===== src/rtl/wb_write_arbiter.sv =====
// Register-file write-port arbiter: WB stage has priority, MDU results are queued
// and drained in idle slots, with a starvation-forced one-cycle WB stall.
module wb_wa_entry (
  input  logic        clk,
  input  logic        reset,
  input  logic        wr,
  input  logic        pop,
  input  logic        squash,
  input  logic [4:0]  squash_reg,
  input  logic [4:0]  wr_reg,
  input  logic [31:0] wr_data,
  output logic        vld,
  output logic [4:0]  rg,
  output logic [31:0] dat
);
  always_ff @(posedge clk) begin
    if (reset) begin
      vld <= 1'b0;
      rg  <= '0;
      dat <= '0;
    end else if (wr) begin
      // a same-cycle WB write to the same register is younger, so squash on entry
      vld <= !(squash && wr_reg == squash_reg);
      rg  <= wr_reg;
      dat <= wr_data;
    end else if (pop) begin
      vld <= 1'b0;
    end else if (squash && rg == squash_reg) begin
      vld <= 1'b0;
    end
  end
endmodule

module wb_write_arbiter #(
  parameter int DEPTH        = 2,
  parameter int STARVE_LIMIT = 4
) (
  input  logic                     clk,
  input  logic                     reset,
  input  logic                     wb_RegWrite,
  input  logic [4:0]               wb_WriteReg,
  input  logic [31:0]              wb_WriteData,
  input  logic                     mdu_valid,
  output logic                     mdu_ready,
  input  logic [4:0]               mdu_reg,
  input  logic [31:0]              mdu_data,
  output logic                     stall_wb,
  output logic                     rf_we,
  output logic [4:0]               rf_waddr,
  output logic [31:0]              rf_wdata,
  output logic [$clog2(DEPTH):0]   buf_count
);
  localparam int PW = (DEPTH > 1) ? $clog2(DEPTH) : 1;
  localparam int CW = $clog2(DEPTH) + 1;
  localparam int SW = $clog2(STARVE_LIMIT + 1);

  logic [PW-1:0]              head, tail;
  logic [CW-1:0]              count, count_nxt;
  logic [SW-1:0]              starve, starve_nxt;
  logic [DEPTH-1:0]           e_vld;
  logic [DEPTH-1:0][4:0]      e_reg;
  logic [DEPTH-1:0][31:0]     e_data;
  logic                       enq, wb_req, grant_wb, grant_head, pop, nonempty;

  assign buf_count  = count;
  assign mdu_ready  = count < CW'(DEPTH);
  assign nonempty   = count != '0;
  assign enq        = mdu_valid && mdu_ready && mdu_reg != 5'd0;
  assign wb_req     = wb_RegWrite && wb_WriteReg != 5'd0;
  // a stalled WB request is ignored entirely: no write, no squash
  assign grant_wb   = !stall_wb && wb_req;
  assign grant_head = (stall_wb || !wb_req) && nonempty;
  assign pop        = grant_head;

  always_comb begin
    count_nxt  = count + CW'(enq) - CW'(pop);
    starve_nxt = (grant_head || !nonempty) ? '0 : starve + 1'b1;
  end

  for (genvar i = 0; i < DEPTH; i++) begin : g_ent
    wb_wa_entry u_ent (
      .clk        (clk),
      .reset      (reset),
      .wr         (enq && tail == PW'(i)),
      .pop        (pop && head == PW'(i)),
      .squash     (grant_wb),
      .squash_reg (wb_WriteReg),
      .wr_reg     (mdu_reg),
      .wr_data    (mdu_data),
      .vld        (e_vld[i]),
      .rg         (e_reg[i]),
      .dat        (e_data[i])
    );
  end

  always_ff @(posedge clk) begin
    if (reset) begin
      head     <= '0;
      tail     <= '0;
      count    <= '0;
      starve   <= '0;
      stall_wb <= 1'b0;
      rf_we    <= 1'b0;
      rf_waddr <= '0;
      rf_wdata <= '0;
    end else begin
      if (enq) tail <= tail + 1'b1;
      if (pop) head <= head + 1'b1;
      count <= count_nxt;
      if (starve_nxt == SW'(STARVE_LIMIT)) begin
        stall_wb <= 1'b1;
        starve   <= '0;
      end else begin
        stall_wb <= 1'b0;
        starve   <= starve_nxt;
      end
      if (grant_wb) begin
        rf_we    <= 1'b1;
        rf_waddr <= wb_WriteReg;
        rf_wdata <= wb_WriteData;
      end else if (grant_head) begin
        // squashed heads are popped silently; address/data keep their last values
        rf_we <= e_vld[head];
        if (e_vld[head]) begin
          rf_waddr <= e_reg[head];
          rf_wdata <= e_data[head];
        end
      end else begin
        rf_we <= 1'b0;
      end
    end
  end
endmodule


===== config.mk =====
export PLATFORM = sky130hd
export DESIGN_NAME = wb_write_arbiter
export DESIGN_NICKNAME = d
export VERILOG_FILES = /design/src/rtl/wb_write_arbiter.sv
export SDC_FILE = /design/constraint.sdc
export NUM_CORES = 1
export LEC_CHECK = 0
export BUFFER_PORTS_ARGS = -buffer_cell sky130_fd_sc_hd__clkbuf_2
export CORE_MARGIN = 3
export CORE_UTILIZATION = 55
export CTS_BUF_LIST = sky130_fd_sc_hd__clkbuf_8
export DETAILED_ROUTE_END_ITERATION = 10
export PLACE_DENSITY = 0.81
export SLEW_MARGIN = 20
export SYNTH_ARGS = -nofsm -noshare
export SYNTH_HDL_FRONTEND = slang
export SYNTH_SLANG_ARGS = --single-unit

===== constraint.sdc =====
create_clock -name clk -period 2.38 [get_ports clk]
set_input_delay 0.357 -clock clk [delete_from_list [all_inputs] [get_ports clk]]
set_output_delay 0.357 -clock clk [all_outputs]
set_load 0.05 [all_outputs]

==> results.py <==
metrics = {
    "run_status": {
        "outcome": "complete, no violations",
    },
    "route": {
        "detail_route.first_pass.iterations": 5,
        "detail_route.wl_per_cell_um": 15.75,
        "wirelength_um": 14170,
        "num_vias": 5077,
        "ant_nets": 0,
        "viasPerCell": 5.641,
        "drc": 0,
        "drtIter0Drc": 288,
    },
    "clock_network": {
        "cts_made_buffers": 17,
        "cts-hold-fix-buffers": 0,
        "cts_setup_buffers": 0,
        "tritoncts": "done",
        "cts.repair.resized": 0,
        "cts.htree.levels": 4,
        "cts_buffer_depth": 2,
        "cts_sinks": 122,
        "clk_pin_slew_ns": 0.07,
        "clock_latency_ns": 0.42,
        "clock-root-buffer": "clkbuf_8",
    },
    "sta": {
        "finClkSkew_ns": 0.009410,
        "max-slew-margin-rel": 0.5227,
        "layout_min_cycle_time_ns": 1.896,
        "rsz0062_at_grt": "false",
        "worstMarginPinSlew_ns": 0.7160,
        "hold_violations": 0,
        "setup_violations": 0,
        "timing.final.ws_setup_ns": 0.4839,
        "slew_violations": 0,
        "period_share": 0.7967,
        "timing.fmax_mhz": 527.4,
        "fin_setup_tns_ns": 0,
    },
    "yosys": {
        "ys_ff_latch": 122,
        "synth_cells": 660,
        "synth_top_area_frac": 0.4603,
        "ys_seq_area_frac": 0.4603,
        "synthArstFlopShare": 0,
        "synth_area_leaders": "dfxtp_1, nand2_1, a21oi_1",
        "avgSynthCellArea_um2": 8.040,
        "ys.flop_type": "dfxtp_1",
        "yosysTopAreaCell": "dfxtp_1",
        "syn_area_um2": 5306,
        "synth.distinct_cells": 38,
        "ys_top_cells_by_count": "nand2_1, dfxtp_1, a21oi_1",
        "synth_edf_count": 0,
        "yosys_warnings": 0,
        "yosysMostFrequentCell": "nand2_1",
        "syn_nets": 740,
    },
    "global_route": {
        "grt.total_usage": 0.2636,
        "grt_pass1_vias": 5040,
        "antenna_found_initial": 0,
        "grt_pass1_wl_um": 23390,
        "overflow": 0,
        "grt_max_degree": 46,
    },
    "floorplan": {
        "core-area_um2": 9328,
        "dieArea_um2": 10860,
        "start_util": 0.5689,
        "ios": 120,
        "die_w_um": 104.2,
        "die_h_um": 104.2,
        "rows": 35,
    },
    "critical_path": {
        "arrival_ns": 2.25,
        "path_delay_family": "simple AND/OR/NAND/NOR gates",
        "crit_buf_inv": 1,
        "r2r_setup_slack_ns": 0.48,
        "crit_type": "flop to flop",
        "critPathSlowestCell": "and2_1",
        "cp-start-kind": "flop",
        "critPathMaxFanout": 25,
        "endpoint_kind": "flop",
        "path_cells": "or2_2, and2_1, buf_4, o211ai_1, a21oi_1",
        "required_ns": 2.73,
        "slowest_delay_ns": 0.48,
    },
    "flow_run": {
        "max-cap-violations": 0,
    },
    "placement": {
        "portBuffers": 119,
        "dpl.hpwl_um": 9293,
        "routabilityCongestion": 0.8999,
        "dpl_worst_slack_ns": 0.2888,
    },
    "pwr": {
        "peakVddDrop_v": 0.0007100,
        "power_leakage_nw": 2.525,
        "powerDensity_nw_per_um2": 975.9,
    },
    "cells_and_area": {
        "area_delta_synth_final_pct": 21.58,
        "antennaDiodeCount": 0,
        "nNetsFinal": 838,
        "drive_gt1_frac": 0.2309,
    },
    "hold_path": {
        "hp-class": "primary input to flop",
    },
}
[final timing paths]
| check | start | endpoint | depth (start not counted) |
|---|---|---|---|
| min | wb_WriteData[2] | rf_wdata[2] | 3 |
| min reg2reg | g_ent[1].u_ent.dat[12] | g_ent[1].u_ent.dat[12] | 2 |
| max | buf_count[1] | rf_wdata[4] | 5 |
| max reg2reg | buf_count[1] | rf_wdata[4] | 5 |
[cell families after synthesis]
family,synth area share
buffers and inverters,0.05022
adders and majority gates,0.004715
DFF,0.4603
xor gates and xnor gates,0.02806
muxes,0.07404
AOI/OAI and AO/OA,0.1820
and+or+nand+nor,0.2007
[metrics by stage]
stage | hold WS (ns) | utilization | cells | area [µm²] | power [W]
after floorplan | 0.4357 | - | 660 | 5306 | 0.003769
after global placement | 0.4407 | 0.6437 | 868 | 6005 | 0.004234
after detailed placement | 0.4456 | 0.6437 | 868 | 6005 | 0.004278
after CTS | 0.1253 | 0.6916 | 900 | 6451 | 0.006307
after global routing | 0.1324 | 0.6916 | 900 | 6451 | 0.006593
final | 0.1436 | 0.6916 | 900 | 6451 | 0.006296
[layer usage]
layer	vias up	part of all wire	global-route usage
li1	2460	-	-
met1	2380	0.41	0.3080
met2	192	0.50	0.4587
met3	45	0.063	0.05835
met4	0	0.029	0.1244
met5	-	0	0
[placed cells by master, fill, tap and decap left out, types with 2 or more instances in the layout]
master,count
a21oi_1,113
a311oi_1,2
a41o_1,2
buf_12,2
buf_4,18
bufinv_16,4
clkbuf_2,118
clkbuf_8,20
clkinv_2,2
clkinvlp_4,5
dfxtp_1,121
ha_1,2
inv_1,3
mux2_2,2
mux2i_1,37
nand2_1,185
nand3_1,38
nand4_1,2
nor2_1,8
nor2b_1,7
nor3_1,6
nor4_1,2
o211a_1,2
o211ai_1,36
o211ai_4,2
xnor2_1,6
xor2_1,11
[flip-flops by register name, summed over array words and instances, names as in the netlist]
| register | cells |
|---|---|
| buf_count | 2 |
| rf_wdata | 32 |
| tail | 1 |
| rf_we | 1 |
| g_ent.u_ent.vld | 2 |
| starve | 3 |
| rf_waddr | 5 |
| g_ent.u_ent.rg | 10 |
| head | 1 |
| stall_wb | 1 |
| g_ent.u_ent.dat | 64 |
[where the power goes]
group	switching, W	leakage, nW	internal [W]
logic	0.00127	1.31	0.000592
registers	0.000137	1.00	0.00227
clock network	0.000818	0.214	0.00122
total	0.00222	2.52	0.00407
[worst register-to-register path, stage by stage, from the launching register on]
cell and delay [ns]:
dfxtp_1 0.47, or2_2 0.17, and2_1 0.48, buf_4 0.41, o211ai_1 0.14, a21oi_1 0.17
[area by class of cell]
| cell class | count | area, µm² |
|---|---|---|
| Fill cell | 764 | 2877 |
| Multi-Input combinational cell | 477 | 2626 |
| Sequential cell | 122 | 2444 |
| Timing Repair Buffer | 138 | 765.7 |
| Clock buffer | 20 | 275.3 |
| Clock inverter | 12 | 171.4 |
| Tap cell | 129 | 161.4 |
| Inverter | 2 | 7.507 |
Power figures use the tool's default switching activity.
